File: config.mk
export PLATFORM = sky130hd
export DESIGN_NAME = frv_wb_arbiter
export DESIGN_NICKNAME = d
export VERILOG_FILES = /design/src/rtl/frv_wb_arb_pkg.sv /design/src/rtl/frv_wb_arb_wdog.sv /design/src/rtl/frv_wb_arbiter.sv
export SDC_FILE = /design/constraint.sdc
export NUM_CORES = 1
export LEC_CHECK = 0
export ABC_AREA = 1
export CORE_AREA = 2 2 109 111
export DETAILED_ROUTE_END_ITERATION = 16
export DIE_AREA = 0 0 111 113
export HOLD_SLACK_MARGIN = 0.05
export SYNTH_ARGS = -nofsm -noshare
export SYNTH_HDL_FRONTEND = slang
export SYNTH_SLANG_ARGS = --single-unit
File: constraint.sdc
create_clock -name clk_i -period 3.1 [get_ports clk_i]
set_clock_uncertainty 0.1 [all_clocks]
set_input_delay 0.93 -clock clk_i [delete_from_list [all_inputs] [get_ports clk_i]]
set_output_delay 0.93 -clock clk_i [all_outputs]
set_load 0.02 [all_outputs]
File: src/rtl/frv_wb_arb_pkg.sv
// Shared types and constants for the FazyRV dual-master Wishbone arbiter.
package frv_wb_arb_pkg;

  typedef enum logic [1:0] {
    IDLE  = 2'd0,
    GNT_I = 2'd1,
    GNT_D = 2'd2
  } state_t;

  localparam logic [31:0] TOUT_DATA = 32'hDEAD_BEEF;
  localparam int          TOUT_W    = 16;

  // Counter value at which the watchdog fires for a given timeout length.
  function automatic logic [TOUT_W-1:0] tout_last(input int cycles);
    return TOUT_W'(cycles - 1);
  endfunction

endpackage

File: src/rtl/frv_wb_arb_wdog.sv
// Bus-timeout watchdog: counts grant cycles without ack and raises a sticky timeout flag.
module frv_wb_arb_wdog
  import frv_wb_arb_pkg::*;
#(
  parameter int TIMEOUT_CYCLES = 255
) (
  input  logic clk_i,
  input  logic rst_in,
  input  logic active_i,
  input  logic ack_i,
  output logic fire_o,
  output logic tout_o
);

  logic [TOUT_W-1:0] cnt_q;
  logic              tout_q;

  // A real ack in the final cycle wins, so fire is masked by ack.
  assign fire_o = active_i & ~ack_i & (cnt_q == tout_last(TIMEOUT_CYCLES));
  assign tout_o = tout_q;

  always_ff @(posedge clk_i or negedge rst_in) begin
    if (!rst_in) begin
      cnt_q  <= '0;
      tout_q <= 1'b0;
    end else begin
      if (!active_i || fire_o) begin
        cnt_q <= '0;
      end else if (!ack_i) begin
        cnt_q <= cnt_q + TOUT_W'(1);
      end
      if (fire_o) begin
        tout_q <= 1'b1;
      end
    end
  end

endmodule

File: src/rtl/frv_wb_arbiter.sv
// Round-robin arbiter merging FazyRV imem/dmem Wishbone masters onto one shared port.
// Optional bus-timeout watchdog enabled by defining FRV_WB_ARB_TIMEOUT_EN.
module frv_wb_arbiter
  import frv_wb_arb_pkg::*;
#(
  parameter int TIMEOUT_CYCLES  = 255,
  parameter bit FIRST_PRIO_DMEM = 1'b1
) (
  input  logic        clk_i,
  input  logic        rst_in,
  input  logic        wb_imem_stb_i,
  input  logic        wb_imem_cyc_i,
  input  logic [31:0] wb_imem_adr_i,
  output logic [31:0] wb_imem_dat_o,
  output logic        wb_imem_ack_o,
  input  logic        wb_dmem_cyc_i,
  input  logic        wb_dmem_stb_i,
  input  logic        wb_dmem_we_i,
  input  logic [3:0]  wb_dmem_be_i,
  input  logic [31:0] wb_dmem_adr_i,
  input  logic [31:0] wb_dmem_dat_i,
  output logic [31:0] wb_dmem_dat_o,
  output logic        wb_dmem_ack_o,
  output logic        wb_mem_cyc_o,
  output logic        wb_mem_stb_o,
  output logic        wb_mem_we_o,
  output logic [3:0]  wb_mem_be_o,
  output logic [31:0] wb_mem_adr_o,
  output logic [31:0] wb_mem_dat_o,
  input  logic [31:0] wb_mem_dat_i,
  input  logic        wb_mem_ack_i,
  output logic        tout_o,
  output state_t      dbg_state_o
);

  if (TIMEOUT_CYCLES < 1 || TIMEOUT_CYCLES > 65535) begin : g_tout_range
    $error("frv_wb_arbiter: TIMEOUT_CYCLES must be within 1..65535");
  end

  state_t state_q;
  logic   lg_q;      // last grant from a contended arbitration: 1 = dmem, 0 = imem
  logic   req_i;
  logic   req_d;
  logic   fire;
  logic   tout;

  assign req_i       = wb_imem_cyc_i & wb_imem_stb_i;
  assign req_d       = wb_dmem_cyc_i & wb_dmem_stb_i;
  assign dbg_state_o = state_q;
  assign tout_o      = tout;

`ifdef FRV_WB_ARB_TIMEOUT_EN
  frv_wb_arb_wdog #(
    .TIMEOUT_CYCLES (TIMEOUT_CYCLES)
  ) u_wdog (
    .clk_i    (clk_i),
    .rst_in   (rst_in),
    .active_i (state_q != IDLE),
    .ack_i    (wb_mem_ack_i),
    .fire_o   (fire),
    .tout_o   (tout)
  );
`else
  assign fire = 1'b0;
  assign tout = 1'b0;
`endif

  always_ff @(posedge clk_i or negedge rst_in) begin
    if (!rst_in) begin
      state_q <= IDLE;
      lg_q    <= ~FIRST_PRIO_DMEM;
    end else begin
      case (state_q)
        IDLE: begin
          if (req_i && req_d) begin
            if (lg_q) begin
              state_q <= GNT_I;
              lg_q    <= 1'b0;
            end else begin
              state_q <= GNT_D;
              lg_q    <= 1'b1;
            end
          end else if (req_i) begin
            state_q <= GNT_I;
          end else if (req_d) begin
            state_q <= GNT_D;
          end
        end
        // Completion, abort and timeout all return through IDLE for one bubble cycle.
        GNT_I: if (!wb_imem_cyc_i || wb_mem_ack_i || fire) state_q <= IDLE;
        GNT_D: if (!wb_dmem_cyc_i || wb_mem_ack_i || fire) state_q <= IDLE;
        default: state_q <= IDLE;
      endcase
    end
  end

  always_comb begin
    wb_mem_cyc_o  = 1'b0;
    wb_mem_stb_o  = 1'b0;
    wb_mem_we_o   = 1'b0;
    wb_mem_be_o   = 4'h0;
    wb_mem_adr_o  = 32'h0;
    wb_mem_dat_o  = 32'h0;
    wb_imem_ack_o = 1'b0;
    wb_imem_dat_o = 32'h0;
    wb_dmem_ack_o = 1'b0;
    wb_dmem_dat_o = 32'h0;
    case (state_q)
      GNT_I: begin
        wb_mem_cyc_o  = wb_imem_cyc_i & ~fire;
        wb_mem_stb_o  = wb_imem_stb_i & ~fire;
        wb_mem_be_o   = 4'hF;
        wb_mem_adr_o  = wb_imem_adr_i;
        wb_imem_ack_o = wb_imem_cyc_i & (wb_mem_ack_i | fire);
        wb_imem_dat_o = fire ? TOUT_DATA : wb_mem_dat_i;
      end
      GNT_D: begin
        wb_mem_cyc_o  = wb_dmem_cyc_i & ~fire;
        wb_mem_stb_o  = wb_dmem_stb_i & ~fire;
        wb_mem_we_o   = wb_dmem_we_i;
        wb_mem_be_o   = wb_dmem_be_i;
        wb_mem_adr_o  = wb_dmem_adr_i;
        wb_mem_dat_o  = wb_dmem_dat_i;
        wb_dmem_ack_o = wb_dmem_cyc_i & (wb_mem_ack_i | fire);
        wb_dmem_dat_o = fire ? TOUT_DATA : wb_mem_dat_i;
      end
      default: ;
    endcase
  end

endmodule

Word level (Yosys, flattened, before mapping)
Cells that the tools add are included.
{"block": "word_totals", "elab_cells": 37, "inputBits": 140, "latchBits": 0, "register_bits": 3, "mem_count": 0, "mem_bits_rw": 0, "rom_bits": 0, "output_inout_bits": 140}
{"block": "classes", "bitwise": 4, "order_cmp": 0, "n_reduce_logical": 8, "mul": 0, "shifts": 0, "n_mux": 18, "n_div": 0, "n_eq_ne": 5, "add_sub_neg": 0}
{"op": "$mux W32", "count": 3}
{"op": "$pmux W32 S2", "count": 1}
{"op": "$mux W2", "count": 6}
{"op": "$pmux W4 S2", "count": 1}
{"op": "$pmux W2 S3", "count": 1}
{"op": "$and A1 B1 Y1", "count": 4}
{"op": "$mux W1", "count": 4}
{"op": "$ne A2 B2 Y1 const B", "count": 2}
{"op": "$ne A4 B4 Y1 const B", "count": 1}
{"op": "$pmux W1 S2", "count": 2}
{"op": "$reduce_and A3 Y1", "count": 1}
{"op": "$eq A2 B1 Y1 const B", "count": 1}
{"op": "$eq A2 B2 Y1 const B", "count": 1}
{"op": "$logic_not A1 Y1", "count": 2}
{"op": "$logic_not A2 Y1", "count": 1}
{"op": "$logic_or A1 B1 Y1", "count": 2}
{"op": "$reduce_and A2 Y1", "count": 1}
{"op": "$logic_and A1 B1 Y1", "count": 1}

Depth between registers and ports, before layout
Gate-level depths: netlist of run 1.
{"block": "logic_depth", "depth_word": 5, "depth_mapped": 10, "mapped_depth_nobuf": 9}

Worst setup path after synthesis of run 1
OpenSTA, ideal clock, no wires.
{"block": "synth_path", "path_kind": "register -> output", "start": "reg state_q[0] (netlist: dbg_state_o[0])", "end": "out wb_mem_adr_o[0]", "slack_ns": 0.482, "path_stages_with_launch": 7, "required_ns": 2.070, "n_path_buf": 2, "arrival_time_ns": 1.588, "path_cell_list": "dfrtp_1 > inv_1 > ha_1 > inv_1 > buf_2 > buf_2 > a21oi_1"}
{"block": "synth_between", "elab_chain_len": 2, "elab_cells_between_ends": 3, "classes_between": "eq/ne: 2; mux: 1"}
{"item": "from (decl)", "line": "frv_wb_arbiter.sv:40", "rtl": "state_t state_q;"}
{"item": "from (signal assigned)", "line": "frv_wb_arbiter.sv:70", "rtl": "state_q <= IDLE;"}
{"item": "from (signal assigned)", "line": "frv_wb_arbiter.sv:77", "rtl": "state_q <= GNT_I;"}
{"item": "from (signal assigned)", "line": "frv_wb_arbiter.sv:80", "rtl": "state_q <= GNT_D;"}
{"item": "$eq A2 B2 Y1 or $eq A2 B1 Y1 (tied branches)", "line": "frv_wb_arbiter.sv:108", "rtl": "case (state_q)"}
{"item": "$pmux W32 S2 (*)", "line": "frv_wb_arbiter.sv:108"}
{"item": "to (decl)", "line": "frv_wb_arbiter.sv:28", "rtl": "output logic [31:0] wb_mem_adr_o,"}
Mark *: on every way between the ends. The rest lies on a longest branch, timed or not.

Worst setup path in the final report of run 1
{"block": "layout_path", "start": "in wb_dmem_adr_i[19]", "end": "out wb_mem_adr_o[19]"}
{"block": "layout_between", "elab_chain_len": 1}
{"item": "from (decl)", "line": "frv_wb_arbiter.sv:20", "rtl": "input logic [31:0] wb_dmem_adr_i,"}
{"item": "$pmux W32 S2", "line": "frv_wb_arbiter.sv:108"}
No other way between the ends.

==> impl_metrics.csv, run 1 <==
group,metric,value,unit
run_status,outcome,"finished, final reports clean",
routing,via_count,3009,
grt,antenna_found_initial,1,
finish,area_delta_synth_final,182,%
floorplan,ios,280,
worst_setup_path,cp_top_family,"buffers and inverters",
clock_tree,ctsHoldBuffers,0,
finish,multi_input_area,986,µm²
worst_setup_path,worst_path_largest_cell_delay,450,ps
clock_tree,cts.path.max_buffers,2,
grt,grtUsageMet1,0.150,
finish,final_cell_mix,"nand2_1 (181), clkdlybuf4s50_1 (141), dlygate4sd2_1 (137), inv_1 (104), a21oi_1 (38)",
sta,setup_tns,0,ps
finish,stdcell_count,782,
place,placedCellCount,777,
min_path,hold_class,"reg2reg",
worst_setup_path,worstPathMaxFanout,1,
clock_tree,htreeDepth,1,
clock_tree,clk_root_buffer_cell,"clkbuf_16",
grt,grt_pass1_vias,3012,
worst_setup_path,crit_path_end_kind,"output port",
worst_setup_path,r2r_slack,1430,ps
place,place.port_buffers,278,
grt,grt_use_total,0.137,
worst_setup_path,startpoint,"wb_dmem_adr_i[19]",
worst_setup_path,path_class,"in2out",
finish,area.sequential,75.1,µm²
worst_setup_path,cp.depth,4,
synth,synth_area,1590,µm²
synth,seq_area_frac_synth,0.0472,
floorplan,dieHeight,113,µm
grt,use_met2,0.272,
clock_tree,clock_latency,220,ps
sta,timing.final.crit_share,0.983,
floorplan,start_util,0.141,
grt,grt_start_max_net_pins,42,
grt,busiest_layer,"met2",
synth,ys.warnings.count,0,
grt,grt_pass1_wl,14.4,mm
floorplan,dieArea,12500,µm²
sta,worst_hold_slack,365,ps
worst_setup_path,reg2reg_to,"dbg_state_o[0]",
floorplan,rows,39,
routing,viasPerCell,3.85,
finish,layout-drive-gt1-share,0.0329,
routing,drcViolationCount,0,
finish,postLayoutCoreUtil,0.398,
grt,overflow,0,
sta,rsz0062_at_grt,"false",
place,gp_congestion,0.818,
worst_setup_path,cp.required,2070,ps
synth,synth_cell_type_count,15,
finish,final_common_cell,"nand2_1",
routing,wirelength,9.17,mm
clock_tree,cts.reportedPaths.clkPinSlew,30,ps
place,hpwl,7.82,mm
sta,hold_violations,0,
grt,use_met3,0.0295,
worst_setup_path,cp_slowest_cell,"clkdlybuf4s50_1",
synth,syn_area_per_cell,4.35,µm²
clock_tree,cts.sink_count,3,
worst_setup_path,path_cells,"clkdlybuf4s50_1 -> nand2_1 -> a21oi_1 -> dlygate4sd2_1",
routing,drt_iter0_drc,121,
place,preCtsSetupSlack,-230,ps
clock_tree,cts_buffers,3,
pwr,p_per_area,616,nW/µm²
synth,synth-seq-cells,3,
synth,synth_fp_nets,511,
clock_tree,cts_tree,"built",
pwr,ir_drop,310,µV
worst_setup_path,arrival,2020,ps
sta,layout_min_cycle_time,3050,ps
worst_setup_path,crit_buf_inv,2,
pwr,p_leak,2.99,nW
floorplan,fp.dieW,111,µm
routing,final_antenna_net_count,0,
floorplan,design.core.area,11300,µm²
worst_setup_path,reg2reg_depth,11,
finish,fin_nets,784,
run,drv_cap,0,
synth,synthCells,366,
finish,fill_cells,1247,
worst_setup_path,start_kind,"input pin",
sta,fmax,328,MHz
routing,drt_pass1_iterations,4,
sta,timing.final.ws_setup,52.3,ps
routing,detail_route.wl_per_cell,11.7,µm
sta,slew_violations,0,
min_path,worstHoldStart,"lg_q",
worst_setup_path,r2r_start,"dbg_state_o[0]",
sta,setup_violations,0,
worst_setup_path,crit_path_end,"wb_mem_adr_o[19]",
[registers in the layout (all words and copies together) (netlist names)]
| signal | cells |
|---|---|
| dbg_state_o | 2 |
| lg_q | 1 |
[report_power, final]
| group | switching (mW) | internal [mW] | total (mW) |
|---|---|---|---|
| Combinational | 1.53 | 0.951 | 2.48 |
| Clock | 0.0342 | 0.170 | 0.204 |
| Sequential | 0.0170 | 0.0568 | 0.0738 |
[repair_timing]
item | 4_1_cts | 5_1_grt
resized for setup | 137 | 0
setup endpoints to repair | 137 | 0
buffers inserted | 0 | 0
[metrics by stage]
stage | cell area [µm²] | total power [mW]
4_1_cts | 4480 | 2.82
6_report | 4480 | 2.76
3_5_place_dp | 4570 | 2.95
5_1_grt | 4480 | 3.01
2_1_floorplan | 1590 | 1.53
3_3_place_gp | 4570 | 2.92
[cell type report]
cell class | instances | area share
Timing Repair Buffer | 292 | 0.617
Multi-Input combinational cell | 234 | 0.220
Tap cell | 143 | 0.0399
Antenna cell | 1 | 0.000558
Clock buffer | 4 | 0.0176
Inverter | 105 | 0.0879
Sequential cell | 3 | 0.0168
[cell usage after synthesis (all sizes together)]
cell type | instances | area [µm²]
ha | 5 | 62.6
nand2 | 182 | 686
a21oi | 38 | 190
conb | 1 | 3.75
nand3 | 1 | 5.00
o21ai | 2 | 10.0
dfrtp | 3 | 75.1
inv | 105 | 394
clkbuf | 1 | 3.75
xnor2 | 1 | 8.76
nor2 | 4 | 15.0
buf | 23 | 138
[worst min-delay path by stage]
| stage | slack [ps] | depth (start not counted) | endpoint |
|---|---|---|---|
| 2_1_floorplan | 350 | 1 | lg_q |
| 3_3_place_gp | 360 | 1 | lg_q |
| 3_5_place_dp | 370 | 1 | lg_q |
| 4_1_cts | 370 | 1 | lg_q |
| 5_1_grt | 390 | 1 | lg_q |
| 6_report | 360 | 1 | lg_q |
[routing by layer]
metal,vias up,wire length [µm]
li1,1567,-
met1,1276,3570
met2,156,4770
met3,10,729
met4,0,106
met5,-,0
[cells by family after synthesis]
kind of cell / Yosys count / share of synthesized area
AO/OA/AOI/OAI: 40 / 0.126
XOR/XNOR: 1 / 0.00550
adder cells (fa/ha/maj): 5 / 0.0393
buffers and inverters: 129 / 0.336
flip-flops: 3 / 0.0472
other: 1 / 0.00236
AND/OR/NAND/NOR: 187 / 0.443
[worst register-to-register path, stage by stage, from the launching register on]
cell     delay [ps]
dfrtp_1         370
inv_1           110
ha_2            210
buf_12          210
buf_12          180
nand2_1          60
nand2_1          60
nand2_1          50
nand2_2          80
inv_1            40
nand2_1          40
nand2_1          50
(Power assumes the default switching activity.)
==> run 2, diff against run 1 <==
--- a/config.mk
+++ b/config.mk
@@ -7,6 +7,7 @@
 export LEC_CHECK = 0
 export ABC_AREA = 1
 export CORE_AREA = 2 2 109 111
+export CTS_CLUSTER_SIZE = 30
 export DETAILED_ROUTE_END_ITERATION = 16
 export DIE_AREA = 0 0 111 113
 export HOLD_SLACK_MARGIN = 0.05
==> results of run 2 <==
Same layout as run 1: the final DEF is identical, and so are final timing and power.
==> run 3, diff against run 2 <==
--- a/config.mk
+++ b/config.mk
@@ -11,6 +11,7 @@
 export DETAILED_ROUTE_END_ITERATION = 16
 export DIE_AREA = 0 0 111 113
 export HOLD_SLACK_MARGIN = 0.05
+export SLEW_MARGIN = 10
 export SYNTH_ARGS = -nofsm -noshare
 export SYNTH_HDL_FRONTEND = slang
 export SYNTH_SLANG_ARGS = --single-unit
==> constraint.sdc (replaced) <==
create_clock -name clk_i -period 3.1 [get_ports clk_i]
set_clock_uncertainty 0.1 [all_clocks]
set_input_delay 0.93 -clock clk_i [delete_from_list [all_inputs] [get_ports clk_i]]
set_output_delay 0.93 -clock clk_i [all_outputs]
set_load 0.1 [all_outputs]
==> run 3 against run 2 <==
  * Register-to-register slack worse by 220 ps
  * Critical path type is now reg2out
  * Cell count fell by 0.64%
  * Highest routed layer unchanged
  * Critical endpoint is now wb_mem_cyc_o
  * Maximum frequency increased by 1.8%
  * Critical path depth increased by 2
  * Sequential share of layout area down 0.39 points
  * Largest cell class unchanged
==> impl_metrics.csv, run 3 (same netlist as run 1, synthesis figures left out) <==
group,metric,value,unit
floorplan,fp.dieW,111,µm
finish,final_common_cell,"nand2_1",
worst_setup_path,cp_slowest_cell,"dfrtp_4",
run,drv_cap,0,
sta,setup_violations,0,
min_path,whs_path_depth,1,
routing,wirelength,11.0,mm
finish,final_cell_mix,"nand2_1 (181), buf_12 (143), clkdlybuf4s50_1 (139), inv_1 (103), a21oi_4 (35)",
run_status,outcome,"finished, final reports clean",
grt,antenna_found_initial,0,
clock_tree,htreeDepth,1,
worst_setup_path,cp.depth,6,
worst_setup_path,start_kind,"flip-flop",
sta,slew_violations,0,
routing,final_antenna_net_count,0,
sta,layout_min_cycle_time,2990,ps
worst_setup_path,reg2reg_depth,10,
place,placedCellCount,773,
finish,largest_register_ffs,2,
grt,grt_pass1_vias,3149,
routing,drt_pass1_iterations,4,
sta,fmax,334,MHz
sta,hold_violations,0,
worst_setup_path,worstPathMaxFanout,8,
grt,overflow,0,
clock_tree,cts_tree,"built",
clock_tree,cts.path.max_buffers,2,
place,gp_congestion,0.868,
finish,fin_nets,780,
place,hpwl,9.71,mm
grt,grt_start_max_net_pins,40,
worst_setup_path,r2r_slack,1210,ps
worst_setup_path,r2r_start,"dbg_state_o[0]",
floorplan,design.core.area,11300,µm²
routing,drt_iter0_drc,146,
clock_tree,cts.sink_count,3,
finish,num_antenna_cells,0,
grt,grt_pass1_wl,17.1,mm
worst_setup_path,crit_path_end,"wb_mem_cyc_o",
floorplan,dieArea,12500,µm²
clock_tree,cts_resized,0,
worst_setup_path,cp_top_family,"buffers and inverters",
finish,fill_cells,996,
clock_tree,ctsHoldBuffers,0,
clock_tree,post_cts_buffers,0,
min_path,worstHoldStart,"lg_q",
grt,grt_use_total,0.169,
floorplan,rows,39,
finish,area_delta_synth_final,304,%
routing,drcViolationCount,0,
clock_tree,clk_root_buffer_cell,"clkbuf_16",
floorplan,dieHeight,113,µm
routing,detail_route.wl_per_cell,14.2,µm
floorplan,start_util,0.141,
worst_setup_path,crit_buf_inv,3,
finish,layout-drive-gt1-share,0.314,
floorplan,ios,280,
worst_setup_path,reg2reg_to,"dbg_state_o[0]",
clock_tree,clock_latency,230,ps
worst_setup_path,path_class,"reg2out",
clock_tree,cts_buffers,3,
routing,viasPerCell,3.99,
sta,timing.final.crit_share,0.965,
finish,stdcell_count,777,
clock_tree,cts.reportedPaths.clkPinSlew,30,ps
worst_setup_path,startpoint,"dbg_state_o[0]",
routing,via_count,3101,
worst_setup_path,arrival,1960,ps
worst_setup_path,path_cells,"inv_1 -> ha_1 -> buf_4 -> nand2_1 -> a21oi_4 -> buf_12",
worst_setup_path,cp.required,2070,ps
place,place.port_buffers,278,
worst_setup_path,crit_path_end_kind,"output port",
worst_setup_path,worst_path_largest_cell_delay,490,ps
min_path,hold_class,"reg2reg",
sta,rsz0062_at_grt,"false",
## run 3: changes by cell type in the layout (fill, tap and decap cells not counted), moves of 3 or more
cell	previous run	this run
a21oi_1	38	0
buf_12	4	143
a21oi_2	0	3
buf_4	10	6
dlygate4sd2_1	137	0
a21oi_4	0	35
## run 3: per-layer routing
| metal | up-vias | part of all wire | track usage | wire, µm |
|---|---|---|---|---|
| li1 | 1548 | - | - | - |
| met1 | 1401 | 0.37 | 0.184 | 4030 |
| met2 | 142 | 0.55 | 0.337 | 6080 |
| met3 | 10 | 0.072 | 0.0370 | 795 |
| met4 | 0 | 0.0099 | 0.0308 | 109 |
| met5 | - | 0 | 0 | 0 |
## run 3: layout make-up
| cell class | instances | area [µm²] | share of cell area |
|---|---|---|---|
| tap | 143 | 179 | 0.0278 |
| sequential | 3 | 82.6 | 0.0128 |
| inverter | 105 | 395 | 0.0615 |
| multi-input combinational | 234 | 1400 | 0.217 |
| clock buffer | 4 | 78.8 | 0.0123 |
| timing repair buffer | 288 | 4300 | 0.668 |
## run 3: worst min-delay path by stage
| stage | end |
|---|---|
| 6_report | lg_q |
| 5_1_grt | lg_q |
| 4_1_cts | lg_q |
| 3_5_place_dp | lg_q |
| 3_3_place_gp | lg_q |
| 2_1_floorplan | lg_q |
## run 3: per-stage QoR
stage	setup TNS, ps	hold WS (ps)	worst slack [ps]	util	area [µm²]
after CTS	0	388	91.7	0.571	6430
after floorplan	-556	345	-76.5	-	2020
final	0	383	107	0.571	6430
after detailed placement	0	365	161	0.564	6350
after global routing	0	411	21.6	0.571	6430
after global placement	0	359	169	0.564	6350
Power of run 3 is not shown: default switching activity piles up to over one toggle a cycle in this logic, so the estimate is an artifact.
